[src/rtl/fifo_uart_tx.sv]
// Drains an 8-bit synchronous FIFO and serializes each popped byte as an 8N1 frame.
// All outputs are registered copies of values decoded from the next state and counters.
module fifo_uart_tx #(
    parameter int CLKS_PER_BIT = 4,
    parameter int DATA_W       = 8
) (
    input  logic              clk,
    input  logic              rst,
    input  logic              en,
    input  logic              empty,
    input  logic [DATA_W-1:0] fifo_dout,
    output logic              re,
    output logic              tx,
    output logic              busy,
    output logic              done
);

    localparam int BW = (CLKS_PER_BIT > 1) ? $clog2(CLKS_PER_BIT) : 1;
    localparam logic [BW-1:0] BAUD_LAST = BW'(CLKS_PER_BIT - 1);
    localparam logic [BW-1:0] BAUD_ONE  = BW'(1);
    localparam logic [BW-1:0] BAUD_ZERO = BW'(0);

    typedef enum logic [2:0] {
        S_IDLE  = 3'd0,
        S_REQ   = 3'd1,
        S_LOAD  = 3'd2,
        S_START = 3'd3,
        S_DATA  = 3'd4,
        S_STOP  = 3'd5
    } state_t;

    state_t            state_r, state_s;
    logic [DATA_W-1:0] shift_r, shift_s;
    logic [BW-1:0]     baud_r,  baud_s;
    logic [2:0]        bit_r,   bit_s;
    logic              tx_r, tx_s;
    logic              re_r, re_s;
    logic              busy_r, busy_s;
    logic              done_r, done_s;

    // Next-state, shift register and counter update.
    always_comb begin
        state_s = state_r;
        shift_s = shift_r;
        baud_s  = baud_r;
        bit_s   = bit_r;
        case (state_r)
            S_IDLE: begin
                if (en && !empty) begin
                    state_s = S_REQ;
                end else begin
                    state_s = S_IDLE;
                end
            end
            S_REQ: begin
                state_s = S_LOAD;
            end
            S_LOAD: begin
                shift_s = fifo_dout;
                baud_s  = BAUD_ZERO;
                bit_s   = 3'd0;
                state_s = S_START;
            end
            S_START: begin
                if (baud_r == BAUD_LAST) begin
                    baud_s  = BAUD_ZERO;
                    state_s = S_DATA;
                end else begin
                    baud_s  = baud_r + BAUD_ONE;
                end
            end
            S_DATA: begin
                if (baud_r == BAUD_LAST) begin
                    baud_s  = BAUD_ZERO;
                    shift_s = {1'b0, shift_r[DATA_W-1:1]};
                    bit_s   = bit_r + 3'd1;
                    if (bit_r == 3'd7) begin
                        state_s = S_STOP;
                    end else begin
                        state_s = S_DATA;
                    end
                end else begin
                    baud_s  = baud_r + BAUD_ONE;
                end
            end
            S_STOP: begin
                if (baud_r == BAUD_LAST) begin
                    baud_s  = BAUD_ZERO;
                    state_s = S_IDLE;
                end else begin
                    baud_s  = baud_r + BAUD_ONE;
                end
            end
            default: begin
                state_s = S_IDLE;
                shift_s = {DATA_W{1'b0}};
                baud_s  = BAUD_ZERO;
                bit_s   = 3'd0;
            end
        endcase
    end

    // Output decode from the values the registers will hold next cycle.
    always_comb begin
        tx_s   = 1'b1;
        re_s   = 1'b0;
        busy_s = 1'b0;
        done_s = 1'b0;
        case (state_s)
            S_START: tx_s = 1'b0;
            S_DATA:  tx_s = shift_s[0];
            default: tx_s = 1'b1;
        endcase
        re_s   = (state_s == S_REQ);
        busy_s = (state_s != S_IDLE);
        done_s = (state_s == S_STOP) && (baud_s == BAUD_LAST);
    end

    // State, datapath and output registers.
    always_ff @(posedge clk or negedge rst) begin
        if (!rst) begin
            state_r <= S_IDLE;
            shift_r <= {DATA_W{1'b0}};
            baud_r  <= BAUD_ZERO;
            bit_r   <= 3'd0;
            tx_r    <= 1'b1;
            re_r    <= 1'b0;
            busy_r  <= 1'b0;
            done_r  <= 1'b0;
        end else begin
            state_r <= state_s;
            shift_r <= shift_s;
            baud_r  <= baud_s;
            bit_r   <= bit_s;
            tx_r    <= tx_s;
            re_r    <= re_s;
            busy_r  <= busy_s;
            done_r  <= done_s;
        end
    end

    assign tx   = tx_r;
    assign re   = re_r;
    assign busy = busy_r;
    assign done = done_r;

endmodule

[config.mk]
export PLATFORM = sky130hd
export DESIGN_NAME = fifo_uart_tx
export DESIGN_NICKNAME = d
export VERILOG_FILES = /design/src/rtl/fifo_uart_tx.sv
export SDC_FILE = /design/constraint.sdc
export NUM_CORES = 1
export LEC_CHECK = 0
export CORE_MARGIN = 2
export CORE_UTILIZATION = 51
export DETAILED_ROUTE_END_ITERATION = 10
export PLACE_DENSITY = 0.77
export SLEW_MARGIN = 15
export SYNTH_ARGS = -nofsm -noshare
export SYNTH_HDL_FRONTEND = slang
export SYNTH_SLANG_ARGS = --single-unit
export TNS_END_PERCENT = 30
[constraint.sdc]
create_clock -name clk -period 2.15 [get_ports clk]
set_clock_uncertainty 0.15 [all_clocks]
set_input_delay 0.3225 -clock clk [delete_from_list [all_inputs] [get_ports clk]]
set_output_delay 0.3225 -clock clk [all_outputs]
set_load 0.01 [all_outputs]
==> results.md <==
- The first routing iteration left 26 violations.
- The mean cell area of the mapped netlist is 11.5 um^2.
- The path class of the tightest hold or removal check is in -> async.
- The final critical path takes up 88.7% of the cycle.
- The clock tree from TritonCTS is done.
- Relative to the synthesized area, the layout overhead comes to 19.4%.
- Summing the areas of all fa, ha and maj instances in the mapped netlist gives 5.06% of the synthesized area.
- Among all stages on the critical path, the largest delay is contributed by sky130_fd_sc_hd__dfrtp_1.
- The delay of the slowest cell on the worst path is 430 ps.
- Dividing the detail-routed via count by the number of cells gives 5.87.
- The global-route met2 utilization is a little under a third.
- The maximum count of clock buffers along a single path is 2.
- Global routing used between 20% and 30% of the available met1 tracks.
- Summing all placed instances gives a cell area of 1130 um^2.
- The combinational family with the most area after synthesis is compound AO/OA/AOI/OAI gates.
- The least setup slack across all paths after layout is 244 ps.
- CTS built an H-tree with a depth of 1.
- The number of hold-repair buffers added at the cts stage is 0.
- The buffer cell driving the clock tree root is sky130_fd_sc_hd__clkbuf_4.
- The count of yosys warnings during synthesis is 0.
- For this run, the total global-route usage over all layers was measured as between 20% and 30%.
- The max capacitance violation total is 0.
- Power spread over the standard cell area amounts to 1240 nW/um^2.
- Traced cell by cell, the critical path runs through ha_1 -> nor2b_2 -> o22ai_2 -> a2bb2oi_1 -> a32oi_1.
- For this run, the post-layout net count is 117.
- In this run, synthesis inferred 0 flip-flops with an integrated enable.
- Across all register-to-register paths, the minimum setup slack is about 240 ps.
- The via count of the first global-routing pass is roughly 660.
- The repair_antennas step left the layout with diodes totalling 0.
- Summing over every cut layer, the via total after detailed routing is 734.
- The highest fanout seen on the critical path is 11.
- Synthesis produced a netlist with a net count of 102.
- Yosys attributes the largest share of cell area to sky130_fd_sc_hd__dfrtp_1 (48%), sky130_fd_sc_hd__a32oi_1 (6.2%), sky130_fd_sc_hd__ha_1 (5.1%), sky130_fd_sc_hd__nand2_1 (4.9%), sky130_fd_sc_hd__a22o_1 (4.4%).
- The DRC violations left is 0.
- Yosys instantiated no cell more often than sky130_fd_sc_hd__dfrtp_1.
- After detailed routing, the average wire length per cell comes to 15.4 um.
- The post-synthesis register bit count is 20.
- The wire-length estimate of the detail-placed layout is between 1 and 1.5 mm.
- The register clock-pin slew on the reported worst setup and hold paths is ~110 ps.
- The synthesized-area fraction occupied by ao, oa, aoi and oai cells is 19.1%.
- The die is slightly below 50 um tall.
- After global routing, the most crowded layer is met2.
- For this run, asynchronously set or reset flops after synthesis account for 100%.
- For the pin with the worst max-slew slack, the measured transition is between 400 and 500 ps.
- The layout filler cell count is 142.
- The most used flip-flop cell after synthesis is sky130_fd_sc_hd__dfrtp_1.
- For this configuration, the core starts out at a cell density of 55.4%.
- At the worst endpoint, the arrival time is 1990 ps.
- The largest net degree at the start of global routing is 13.
- The total die area is 2310 um^2.
- The worst setup timing slack at the placement stage is between 300 and 400 ps.
- The number of standard-cell rows in the floorplan is 15.
- The fraction of met3 tracks used by global routing is 6.79%.
- After Yosys synthesis, XOR and XNOR cells account for 0% of the synthesized area.
- The first-pass GRT wire length is ~3.2 mm.
- The final max-slew violation count is 0.
- STA classifies the critical path endpoint as a register.
- The type of the worst setup path is reg -> reg.
- The share of synthesized cell area in and, or, nand and nor gates is 17.1%.
- The total clock buffers created by CTS is 3.
- The final hold violation count came to 0.
- The final weighted congestion of routability-driven global placement is 0.830.
- Once the clock tree was built, the setup fixing pass inserted 0 buffers.
- The routed design could run at a clock period as short as 1910 ps.
- The area share of the leading cell type in the synthesized netlist is 48.1%.
- For the worst setup path, the data required time is 2230 ps.
- The post-cts sizing count is 0.
- The horizontal extent of the die is 48.0 um.
- The synthesized design spends more area on one cell type than any other, namely sky130_fd_sc_hd__dfrtp_1.
- The sequential area share after synthesis is between 50% and 60%.
- The layout cell share with drive strength beyond 1 is between 10 and 15%.
- Once detail routing completed, the nets flagged for antenna violations numbered 0.
- The initial antenna violation count is 0.
- The post-synthesis cell area is 988 um^2.
- The later pin in the worst-skew pair is clocked with a latency of 310 ps.
- Input and output buffers added on the ports amount to 15.
- The run finished with clean final reports.
- The worst setup path is launched from a register.
- The maximum ir drop on the vdd rail is 0.000847 V.
- The setup TNS is 0 ps.
- The count of endpoints failing setup in the final report is 0.
- The leakage component of the power is 0.000566 uW.
- Measured against the total synthesized area, the mux share comes to under 10%.
- After synthesis, the most frequently instantiated cells are sky130_fd_sc_hd__dfrtp_1 (19), sky130_fd_sc_hd__nand2_1 (13), sky130_fd_sc_hd__a32oi_1 (7).
- The total congestion overflow is 0.
- The count of mapped cells out of synthesis is 86.
- The finished cells cover around 1200 um^2.
- The clock sink count is 20.
- The synthesized netlist contains 33 unique library cells.
- The routed wire length is 1.92 mm.
- The count of boundary I/O pins is 16.
- The area of the core region is about 1800 um^2.
- The pre-antenna-repair detailed-routing pass consisted of 4 iterations.
- Setup repair after global routing left no endpoint under its margin.
- The worst pin sits at a relative slew slack of 67.5%.
- The fmax is 525 MHz.
## layout by cell type (no fill, tap or decap), drive strengths merged, types with 2 or more instances in the layout
cell | synthesis | final
clkdlybuf4s50 | 0 | 15
a32oi | 7 | 7
a21o | 2 | 2
dfrtp | 19 | 19
inv | 2 | 2
nand2 | 13 | 13
nor2 | 4 | 4
ha | 4 | 4
nor2b | 4 | 4
a22o | 5 | 5
clkbuf | 1 | 3
and3 | 2 | 2
and2b | 2 | 2
## area by class of cell
class | instances | area (um^2) | area share (%)
Sequential cell | 20 | 502 | 42.5
Timing Repair Buffer | 16 | 158 | 13.4
Inverter | 2 | 7.51 | 0.636
Multi-Input combinational cell | 58 | 429 | 36.4
Tap cell | 25 | 31.3 | 2.65
Clock inverter | 1 | 30.0 | 2.55
Clock buffer | 3 | 22.5 | 1.91
## worst max-delay path: cells and delay by family (launching register included)
family | cells | cell delay (ps)
compound gates | 3 | 780
fa+ha+maj | 1 | 290
flops | 1 | 430
simple gates | 1 | 190
## registers in the layout, indices dropped and copies added, names as in the netlist
| name | cells |
|---|---|
| shift_r | 8 |
| bit_r | 3 |
| state_r | 3 |
| baud_r | 2 |
| busy | 1 |
| done | 1 |
| re | 1 |
| tx | 1 |
## report_power, final
part	internal (uW)	switching, uW	leakage (uW)
clock network	189	116	0.0000279
registers	511	118	0.000248
logic	261	270	0.000291
total	961	504	0.000566
## per-stage QoR
step / hold WS [ps] / utilization (%) / instances / total power [uW]
global placement: 316 / 63.2 / 121 / 1140
floorplan: -123 / - / 86 / 1050
global route: 205 / 66.2 / 125 / 1570
finish: 169 / 66.2 / 125 / 1470
detailed placement: 332 / 63.2 / 121 / 1160
CTS: 174 / 66.2 / 125 / 1470
## worst paths after layout
| path | from | endpoint | cells after the start |
|---|---|---|---|
| hold / removal | rst | shift_r[0] | 1 |
| hold reg to reg | shift_r[1] | shift_r[1] | 2 |
| setup reg to reg | baud_r[0] | tx | 5 |
| setup / recovery | baud_r[0] | tx | 5 |
| min in group clk | shift_r[1] | shift_r[1] | 2 |
| max in group asynchronous | rst | shift_r[6] | 2 |
## cells by family after synthesis
group	count (synthesis)
compound gates	22
fa+ha+maj	4
buf+inv	8
flops	20
mux	2
simple gates	30
## metal layers
layer / part of all wire (%) / routed length [um]
met5: 0 / 0
met4: 0.99 / 19
met3: 4.9 / 94
met2: 50 / 963
met1: 44 / 842
Power figures use the tool's default switching activity.
